**src/rtl/fphub_pkg.sv**
```systemverilog
// Shared definitions for the square-root hub arbiter: default float field widths,
// bus width helper and the arbiter FSM state encoding.
package fphub_pkg;

  localparam int M_DEFAULT = 23;
  localparam int E_DEFAULT = 8;

  function automatic int fp_width(input int m, input int e);
    return m + e + 1;
  endfunction

  typedef enum logic [1:0] {
    ST_IDLE  = 2'd0,
    ST_ISSUE = 2'd1,
    ST_WAIT  = 2'd2,
    ST_RESP  = 2'd3
  } arb_state_e;

endpackage

```
**src/rtl/fphub_rr_pick.sv**
```systemverilog
// Round-robin picker: grants the first asserted request at or above the pointer,
// wrapping around, and reports the winner's index.
module fphub_rr_pick
  import fphub_pkg::*;
#(
  parameter  int N  = 4,
  localparam int IW = $clog2(N)
) (
  input  logic [N-1:0]  req_i,
  input  logic [IW-1:0] ptr_i,
  output logic [N-1:0]  gnt_o,
  output logic [IW-1:0] idx_o
);

  logic [IW:0]   sum;
  logic [IW-1:0] cand;

  // Walk offsets from farthest to nearest so the nearest asserted request wins.
  always_comb begin
    gnt_o = '0;
    idx_o = '0;
    sum   = '0;
    cand  = '0;
    for (int k = N - 1; k >= 0; k--) begin
      sum  = {1'b0, ptr_i} + (IW+1)'(k);
      cand = (sum >= (IW+1)'(N)) ? IW'(sum - (IW+1)'(N)) : sum[IW-1:0];
      if (req_i[cand]) begin
        gnt_o       = '0;
        gnt_o[cand] = 1'b1;
        idx_o       = cand;
      end
    end
  end

endmodule

```
**src/rtl/fphub_sqrt_arbiter.sv**
```systemverilog
// Arbitrates NREQ requesters onto one external square-root unit, one operation at a time,
// with a watchdog on the unit's done pulse.
//   state    | meaning
//   ST_IDLE  | offer round-robin grant, latch operand and id on handshake
//   ST_ISSUE | pulse sq_start once the unit is not busy
//   ST_WAIT  | wait for sq_finish or watchdog expiry
//   ST_RESP  | hold response until rsp_ready
module fphub_sqrt_arbiter
  import fphub_pkg::*;
#(
  parameter  int M       = M_DEFAULT,
  parameter  int E       = E_DEFAULT,
  parameter  int NREQ    = 4,
  parameter  int TIMEOUT = 64,
  localparam int W       = fp_width(M, E),
  localparam int IW      = $clog2(NREQ),
  localparam int CW      = $clog2(TIMEOUT + 1)
) (
  input  logic              clk,
  input  logic              rst_l,
  input  logic [NREQ-1:0]   req_valid,
  input  logic [NREQ*W-1:0] req_x,
  output logic [NREQ-1:0]   req_ready,
  output logic              rsp_valid,
  input  logic              rsp_ready,
  output logic [IW-1:0]     rsp_id,
  output logic [W-1:0]      rsp_res,
  output logic              rsp_err,
  output logic              sq_start,
  output logic [W-1:0]      sq_x,
  input  logic [W-1:0]      sq_res,
  input  logic              sq_finish,
  input  logic              sq_computing
);

  arb_state_e    state_q, state_d;
  logic [IW-1:0] ptr_q, ptr_d;
  logic [W-1:0]  op_q, op_d;
  logic [IW-1:0] id_q, id_d;
  logic [CW-1:0] cnt_q, cnt_d;
  logic [W-1:0]  res_q, res_d;
  logic          err_q, err_d;

  logic [NREQ-1:0] gnt;
  logic [IW-1:0]   gidx;
  logic            accept;

  fphub_rr_pick #(.N(NREQ)) u_pick (
    .req_i (req_valid),
    .ptr_i (ptr_q),
    .gnt_o (gnt),
    .idx_o (gidx)
  );

  // Grant is masked by reset so req_ready reads zero while rst_l is low.
  assign req_ready = (state_q == ST_IDLE && rst_l) ? gnt : '0;
  assign accept    = |(req_valid & req_ready);
  assign sq_start  = (state_q == ST_ISSUE) && !sq_computing;
  assign sq_x      = op_q;
  assign rsp_valid = (state_q == ST_RESP);
  assign rsp_id    = id_q;
  assign rsp_res   = res_q;
  assign rsp_err   = err_q;

  always_comb begin
    state_d = state_q;
    ptr_d   = ptr_q;
    op_d    = op_q;
    id_d    = id_q;
    cnt_d   = cnt_q;
    res_d   = res_q;
    err_d   = err_q;
    case (state_q)
      ST_IDLE: begin
        if (accept) begin
          op_d    = req_x[gidx*W +: W];
          id_d    = gidx;
          ptr_d   = (gidx == IW'(NREQ - 1)) ? '0 : gidx + 1'b1;
          state_d = ST_ISSUE;
        end
      end
      ST_ISSUE: begin
        if (!sq_computing) begin
          cnt_d   = '0;
          state_d = ST_WAIT;
        end
      end
      ST_WAIT: begin
        // A done pulse on the last watchdog cycle still counts as a result.
        if (sq_finish) begin
          res_d   = sq_res;
          err_d   = 1'b0;
          state_d = ST_RESP;
        end else if (cnt_q == CW'(TIMEOUT - 1)) begin
          res_d   = '0;
          err_d   = 1'b1;
          state_d = ST_RESP;
        end else begin
          cnt_d = cnt_q + 1'b1;
        end
      end
      ST_RESP: begin
        if (rsp_ready) state_d = ST_IDLE;
      end
      default: state_d = ST_IDLE;
    endcase
  end

  always_ff @(posedge clk or negedge rst_l) begin
    if (!rst_l) begin
      state_q <= ST_IDLE;
      ptr_q   <= '0;
      op_q    <= '0;
      id_q    <= '0;
      cnt_q   <= '0;
      res_q   <= '0;
      err_q   <= 1'b0;
    end else begin
      state_q <= state_d;
      ptr_q   <= ptr_d;
      op_q    <= op_d;
      id_q    <= id_d;
      cnt_q   <= cnt_d;
      res_q   <= res_d;
      err_q   <= err_d;
    end
  end

endmodule
```
**config.mk**
```make
export PLATFORM = sky130hd
export DESIGN_NAME = fphub_sqrt_arbiter
export DESIGN_NICKNAME = d
export VERILOG_FILES = /design/src/rtl/fphub_pkg.sv /design/src/rtl/fphub_rr_pick.sv /design/src/rtl/fphub_sqrt_arbiter.sv
export SDC_FILE = /design/constraint.sdc
export NUM_CORES = 1
export LEC_CHECK = 0
export CORE_UTILIZATION = 41
export DETAILED_ROUTE_END_ITERATION = 8
export GPL_TIMING_DRIVEN = 1
export HOLD_SLACK_MARGIN = 0.02
export PLACE_DENSITY = 0.89
export SKIP_CTS_REPAIR_TIMING = 1
export SLEW_MARGIN = 20
export SYNTH_ARGS = -nofsm -noshare
export SYNTH_HDL_FRONTEND = slang
export SYNTH_SLANG_ARGS = --single-unit
```
**constraint.sdc**
```tcl
create_clock -name clk -period 4.4 [get_ports clk]
set_input_delay 1.1 -clock clk [delete_from_list [all_inputs] [get_ports clk]]
set_output_delay 1.1 -clock clk [all_outputs]
set_load 0.01 [all_outputs]
```
==> summary.md <==
| Metric | Value |
|---|---|
| Outcome | `finished, final reports clean` |
| Post-synthesis mux area share | `0.3155` |
| Compound-Gate Fraction of Synth Area | `0.05869` |
| Die height | `110.4 um` |
| Vias in the first global route | `4,923` |
| Root buffer cell | `clkbuf_16` |
| Width of the die | `110.4 um` |
| Post-route ant nets | `0` |
| Power Internal | `~3.4 mW` |
| Tot Pwr | `5.592 mW` |
| Synthesized area per cell | `10.50 um2` |
| Share of layout cells above drive strength 1 | `0.1285` |
| Worst skew pair latency | `0.33 ns` |
| Dpl ws | `-0.2423 ns` |
| MaxCap Viol Count | `0` |
| Vias per inst | `5.314` |
| Nets | `886` |
| Via count | `4,522` |
| Ports | `242` |
| Port Buffers | `~240` |
| Htree depth | `3` |
| Crit path top cell by count | `clkdlybuf4s50_1` |
| Clk buf depth | `2` |
| Ys async rst share | `1.000` |
| Worst VDD drop | `0.4170 mV` |
| Worst-path clk slew | `0.06 ns` |
| Synth Area in XOR/XNOR | `0.007271` |
| Most common cell in the netlist | `mux2i_1` |
| Logic pwr share | `0.643` |
| Num CTS Buffers | `9` |
| Initial cell density of the core | `0.4220` |
| # fillers | `864` |
| Ant. Diodes | `0` |
| Setup CP Type | `input pin to output port` |
| CTS Sinks | `78` |
| Adder-Cell Fraction of Synth Area | `0.03635` |
| Cell Area, Synth | `4818 um2` |
| DRT Pass-1 Iters | `6` |
| CP arrival | `between 3 and 4 ns` |
| Clk_skew | `0.007801 ns` |
| Pwr/cell area | `714.3 nW/um2` |
| Req. time, crit path | `3.30 ns` |
| Main combinational cell family by area after synthesis | `multiplexers` |
| Placed Cells | `833` |
| Switch share | `0.3892` |
| Leakage Power | `3.601 nW` |
| Post-synth EDFFs | `0` |
| DP HPWL | `11,470 um` |
| Synth Instances | `between 400 and 500` |
| Final setup violating endpoints | `0` |
| R2R Path Start | `ptr_q[0]` |
| Core Box Area | `11,420 um2` |
| Hold Violations, Final | `0` |
| Yosys reg bits | `78` |
| Fin. max-slew vios | `0` |
| Reg2Reg Setup Slack | `0.77 ns` |
| Power share of the clock group | `0.136` |
| Routed wire per std cell | `about 18 um` |
| Final min period | `4.344 ns` |
| Critical-path cell list | `clkdlybuf4s50_1 -> buf_4 -> mux4_2 -> a21o_1 -> a31oi_1 -> clkdlybuf4s50_1` |
| Num rows | `39` |
| CP Capture Type | `output port` |
| Main synth FF type | `dfrtp_1` |
| Die footprint | `12,190 um2` |
| Max Fclk | `230.2 MHz` |
| CTS tree | `built` |
| Tcrit/Tclk final | `0.9873` |
| Simple-Gate Fraction of Synth Area | `0.1324` |
| Area leader, netlist | `dfrtp_1` |
| Hold Crit Depth | `2` |
| Area of the multi-input gates | `2714 um2` |
| Post-Syn Nets | `around 640` |
| Crit-path slowest cell | `mux4_2` |
| Global-route wire length before repair | `24,580 um` |
| Worst Max-Slew Pin Slew | `0.7227 ns` |
| P_sw | `2.176 mW` |
| Grt total ovfl | `0` |
| CP max stage delay | `0.57 ns` |
| DRT iter0 DRCs | `approximately 240` |
| Post-Route WL | `15,240 um` |
| Sequential share of the synthesized area | `0.4051` |
| Top cells by count, synth | `mux2i_1, dfrtp_1, nand2_1` |
| Ranking of synthesized cells by area | `dfrtp_1, mux2i_1, nand2_1` |
| Hold Path Class | `flop to flop` |
| Worst R2R End | `sq_x[17]` |
| Initial antenna violation count | `0` |
| Gr usage total | `0.2509` |
| Sequential share of power | `0.221` |
| Min-Delay Endpoint | `rsp_res[8]` |
| Layout Cells excl Fill | `851` |
| Placer congestion estimate | `0.9413` |
| Setup ws final | `0.05600 ns` |
| Largest net degree at the start of global routing | `about 80` |
| Worst-path maximum fanout | `9` |
| Area Growth Syn to Fin | `62.48%` |
| CP Launch Type | `input pin` |
| HP Start | `rsp_res[8]` |
| Number of distinct library cells after synthesis | `45` |
| Register area | `between 1500 and 2000 um2` |
| Rel. slew slack | `0.5182` |
| Yosys warns | `0` |
| DRC | `0` |
| Yosys top cell area share | `0.4051` |
| Worst Reg-to-Reg Cells | `12` |
## area by class of cell
cell class,count,share of cell area
multi-input cells,339,0.3467
clock buffers,9,0.02877
repair buffers,263,0.3361
flip-flops and latches,78,0.2493
clock inverters,7,0.01055
inverters,12,0.005754
well taps,143,0.02285
## cells by family after synthesis
kind of cell               Yosys count
and+or+nand+nor                    141
muxes                              138
DFF                                 78
AOI/OAI and AO/OA                   42
buffers and inverters               42
adders and majority gates           14
xor gates and xnor gates             4
## metrics by stage
| step | hold slack (ns) | util | area, um2 | TNS, ns |
|---|---|---|---|---|
| after floorplan | 0.4569 | - | 4818 | 0 |
| after global placement | 0.4786 | 0.6525 | 7451 | -0.1853 |
| after detailed placement | 0.4897 | 0.6538 | 7466 | -0.5541 |
| after CTS | 0.5091 | 0.6808 | 7774 | -0.5751 |
| after global routing | 0.5287 | 0.6856 | 7829 | -0.003524 |
| final | 0.5007 | 0.6856 | 7829 | 0 |
## state kept, by name, indices dropped and copies added (netlist names)
register  flops
cnt_q         7
ptr_q         2
rsp_err       1
rsp_id        2
rsp_res      32
sq_x         32
state_q       2
## how the worst max path moves through the flow
stage | cells past startpoint | endpoint | startpoint | slack (ns)
after global routing | 6 | req_ready[1] | req_valid[0] | -0.004
after global placement | 6 | req_ready[2] | req_valid[3] | -0.1
final | 6 | req_ready[1] | req_valid[0] | 0.06
after detailed placement | 6 | req_ready[2] | req_valid[0] | -0.24
after floorplan | 8 | req_ready[3] | ptr_q[1] | 0.77
after CTS | 6 | req_ready[2] | req_valid[0] | -0.25
## metal layers
layer | vias up | track usage | routed length (um)
li1 | 2100 | - | -
met1 | 2174 | 0.2829 | 5994
met2 | 219 | 0.4522 | 7756
met3 | 29 | 0.06641 | 1122
met4 | 0 | 0.09067 | 361
met5 | - | 0 | 0
## critical path: cells and delay by family
family	cells	cell delay (ns)
AO/OA/AOI/OAI	2	0.39
buffers and inverters	3	1.18
multiplexers	1	0.57
## power groups by stage
| stage | Sequential (mW) | Clock (mW) | Combinational (mW) |
|---|---|---|---|
| after global routing | 1.28 | 0.806 | 3.85 |
| after global placement | 1.22 | 0 | 3.40 |
| after detailed placement | 1.25 | 0 | 3.55 |
| final | 1.24 | 0.759 | 3.60 |
| after CTS | 1.24 | 0.776 | 3.56 |
| after floorplan | 1.38 | 0 | 2.02 |
## cell usage in the layout (no fill, tap or decap), types with 9 or more instances in the layout
| master | Yosys | routed |
|---|---|---|
| mux2_2 | 21 | 21 |
| clkbuf_16 | 0 | 9 |
| nand3_1 | 35 | 35 |
| o21ai_0 | 10 | 9 |
| clkdlybuf4s50_1 | 0 | 237 |
| buf_4 | 4 | 18 |
| ha_1 | 14 | 14 |
| mux2_4 | 15 | 15 |
| nand2_1 | 77 | 76 |
| a21oi_1 | 9 | 9 |
| dfrtp_1 | 78 | 78 |
| inv_1 | 12 | 12 |
| mux2i_1 | 99 | 99 |
No activity file was read; power rests on OpenSTA's default activity.
==> edit 1: new RTL, same settings <==
`res_q` no longer has a reset.
--- a/src/rtl/fphub_sqrt_arbiter.sv
+++ b/src/rtl/fphub_sqrt_arbiter.sv
@@ -114,5 +114,4 @@
       id_q    <= '0;
       cnt_q   <= '0;
-      res_q   <= '0;
       err_q   <= 1'b0;
     end else begin
@@ -122,8 +121,11 @@
       id_q    <= id_d;
       cnt_q   <= cnt_d;
-      res_q   <= res_d;
       err_q   <= err_d;
     end
   end
 
+  always_ff @(posedge clk) begin
+    res_q <= res_d;
+  end
+
 endmodule
Behaviour: differs if rst_l is asserted again (counterexample within 4 cycles, from zero or initial values and one cycle with rst_l low); with rst_l held inactive, the same outputs for 4 cycles.
==> edit 1 against the original RTL <==
Routed wire length decreased by 7.9%. Register-to-register slack improved by 290 ps. Total power decreased by 23%. Design area decreased by 1.5%. Sequential cell count unchanged. Final cell count decreased by 3.8%. Critical path depth increased by 1. Via count decreased by 6.8%. First-iteration DRC count decreased by 31%. Setup slack improved by 120 ps. Clock skew decreased by 1.4 ps. Area after synthesis decreased by 1.5%. Critical path type unchanged. Largest power group unchanged.
==> edit 1: results (changes against the original RTL) <==
register_area_sq_um: 2110  # +8.2%
detailedRoute.firstPassIterationCount: 4  # -2
nNonClkBuffers: 261  # -0.76%
ys_top_cells_by_area: "dfrtp_1 (24%), edfxtp_1 (20%), mux2i_1 (14%)"
ir_worst_vdd_mv: 0.341  # -18%
yosys.area_share.xor_xnor: 0.00184  # -0.00543
grt_pass1_vias: 4405  # -11%
worst_setup_path_endpoint: "req_ready[0]"
worst_hold_startpoint: "sq_x[31]$_DFFE_PN0P_"
synth_cell_types: 42  # -6.7%
run_status: "complete, no violations"
layoutNonFillerInstCount: 819  # -3.8%
layout.clock.cell_area_share: 0.0386  # -0.000717
sequential_cell_fraction_of_total_power: 0.259  # +0.038
dp_hpwl_um: 11000  # -3.7%
worst_slew_pin_slew_ps: 826  # +103 ps
placedInstanceArea_sq_um: 7380  # -1.1%
finalWorstPathRequiredPeriod_ps: 4220  # -125 ps
path_max_fanout: 8  # -1
gpl.final_weighted_congestion: 0.999  # +6.1%
final_net_count: 857  # -3.3%
multi_input_gates: 313  # -7.7%
reg2reg_to: "state_q[1]$_DFFE_PN0P_"
groute.usage.overall: 0.234  # -0.0165
drt-wirelength-per-cell_um: 17.1  # -4.3%
final_core_occ: 0.696  # +0.0108
place_inst: 801  # -3.8%
cp.arrival_ps: 3120  # -120 ps
power_per_cell_area_nw_per_um2: 556  # -22%
cellLeakagePower_nw: 3.33  # -7.4%
syn-num-nets: 614  # -4.4%
post_route_cells_drive_above_1_share: 0.119  # -0.00924
detailedPlace.worstSlack_ps: -75.8  # +166 ps
fin_hold_ws_ps: 478  # -22.5 ps
num-fill-cells: 831  # -3.8%
reg2reg_slack_ps: 1060  # +290 ps
drtIter0Drc: 166  # -31%
arithmetic_cell_share_of_the_synthesized_area_counting_full_adders_half_adders_and_majority_gates: 0.0369  # +0.000536
netlist_top_cells_count: "mux2i_1 (66), dfrtp_1 (46), o21ai_0 (45)"
num-nonclk-inverters: 11  # -1
vias_per_cell: 5.15  # -3.1%
share_of_synthesized_area_occupied_by_flip_flops_and_latches: 0.445  # +0.0397
async_flop_share: 0.590  # -0.410
==> edit 1: changes by cell type in the layout (fill, tap and decap cells not counted), sizes merged, moves of 5 or more <==
cell / unedited run / this run
a211oi: 2 / 7
and2: 2 / 36
dfrtp: 78 / 46
edfxtp: 0 / 32
mux2i: 99 / 66
nand2: 77 / 41
nand3: 35 / 2
nor2b: 4 / 10
o21ai: 10 / 45
==> edit 1: per-layer routing <==
layer / wire length [um] / share of wire / track usage / vias up
li1: - / - / - / 2041
met1: 5440 / 0.39 / 0.271 / 1998
met2: 7690 / 0.55 / 0.438 / 146
met3: 626 / 0.045 / 0.0391 / 30
met4: 272 / 0.019 / 0.0733 / 0
met5: 0 / 0 / 0 / -
==> edit 1: worst reg2reg max path, stage by stage (launching register included) <==
cell and delay (ps):
dfrtp_1 370, inv_1 150, ha_1 280, or3b_1 410
a211oi_4 330, o21ai_0 180, a2111oi_1 680, nor4_4 180
a221oi_4 300, mux2_1 340
==> edit 2: new RTL, same flow settings <==
Made on the original files. The package constant `M_DEFAULT` goes from 23 to 46.
--- a/src/rtl/fphub_pkg.sv
+++ b/src/rtl/fphub_pkg.sv
@@ -3,5 +3,5 @@
 package fphub_pkg;
 
-  localparam int M_DEFAULT = 23;
+  localparam int M_DEFAULT = 46;
   localparam int E_DEFAULT = 8;
 
Interface: changed (resized req_x, rsp_res, sq_res and sq_x); port bits go from 242 to 403. No check against the original RTL was run, so the function may have changed too.
==> edit 2 against the original RTL <==
Sequential cell count grew 46. Synthesized cell count grew 24%. Die area grew 49%. Global-route usage up 1.7 points. Total power increased by 56%. Critical endpoint is now req_ready[0]. Fmax up 5.9%. Setup slack improved by 240 ps. First-iteration DRC count increased by 5.0%. Design area rose by 57%. Area after synthesis rose by 50%. Routed wire length is 66% higher.
==> edit 2: results (changes against the original RTL) <==
clk_latency_ps: 400  # +70 ps
multi_input_area_share: 0.320  # -0.0271
placedInstanceArea_sq_um: 11500  # +55%
worst_setup_path_endpoint: "req_ready[0]"
gpl.final_weighted_congestion: 0.869  # -7.7%
final_skew_ps: 10.1  # +2.33 ps
ir_worst_vdd_mv: 0.412  # -1.1%
timing.hold.worst_endpoint: "rsp_res[25]$_DFFE_PN0P_"
clock_sinks: 124  # +59%
dp_hpwl_um: 18700  # +64%
num-fill-cells: 1200  # +39%
multi_input_gates: 392  # +16%
worst_hold_startpoint: "rsp_res[25]$_DFFE_PN0P_"
r2r_worst_path_depth: 11  # -1
grt_pass1_vias: 6313  # +28%
clock_buffer_count_in_the_final_layout: 20  # +11
route.final.wire_length_um: 25400  # +66%
netlist_top_cells_count: "mux2i_1 (172), dfrtp_1 (124), a22o_1 (57)"
crit_path_start: "req_valid[3]"
yosys_top_cell_area_share: 0.428  # +0.0233
detailedPlace.worstSlack_ps: -132  # +110 ps
register_area_sq_um: 3100  # +59%
grt_pass1_wl_um: 36200  # +47%
min_delay_path_depth: 1  # -1
worst_slew_pin_slew_ps: 908  # +185 ps
rr_startpoint: "ptr_q[1]$_DFFE_PN0P_"
cts_inserted_buffers: 17  # +8
post_route_cells_drive_above_1_share: 0.136  # +0.00723
reg2reg_slack_ps: 960  # +190 ps
final_net_count: 1272  # +44%
drtIter0Drc: 253  # +5.0%
io_buffers: 402  # +67%
cellLeakagePower_nw: 5.63  # +56%
share_of_synthesized_area_occupied_by_flip_flops_and_latches: 0.428  # +0.0233
path_max_fanout: 5  # -4
finalWorstSetupSlack_ps: 299  # +243 ps
groute.usage.overall: 0.268  # +0.0174
detailroute.via_count: 6376  # +41%
synth_cell_types: 39  # -13%
grt_use_met1: 0.318  # +0.0349
syn-num-nets: 867  # +35%
grtUsageMet2: 0.450  # -0.00257
cp.arrival_ps: 3000  # -240 ps
run_status: "complete, no violations"
number_of_antenna_violations_at_the_first_check_in_global_routing: 3  # +3
wirelength_met1_um: 9920  # +66%
ys_top_cells_by_area: "dfrtp_1 (43%), mux2i_1 (24%), mux2_4 (12%)"
layout.clock.cell_area_share: 0.0522  # +0.0129
insertedDiodeCount: 3  # +3
synthesized_area_per_cell_sq_um: 12.7  # +21%
reg2reg_to: "sq_x[37]$_DFFE_PN0P_"
-- edit 2: power by group --
group / internal, mW / leakage, nW / switching [mW] / total (mW)
Sequential: 1.69 / 1.52 / 0.338 / 2.03
Clock: 0.986 / 0.311 / 0.541 / 1.53
Combinational: 2.88 / 3.80 / 2.29 / 5.17
-- edit 2: cell families after synthesis --
family / count (synthesis) / synth area share
DFF: 124 / 0.428
muxes: 234 / 0.368
and+or+nand+nor: 45 / 0.0311
adders and majority gates: 14 / 0.0242
buffers and inverters: 54 / 0.0442
xor gates and xnor gates: 1 / 0.00121
AOI/OAI and AO/OA: 97 / 0.103
-- edit 2: metrics by stage --
stage          instances  TNS (ps)  hold WS [ps]   util
2_1_floorplan        569         0           459      -
3_3_place_gp        1177     -91.0           471  0.667
3_5_place_dp        1177      -318           479  0.667
4_1_cts             1209      -335           495  0.704
5_1_grt             1215         0           515  0.710
6_report            1215         0           496  0.710
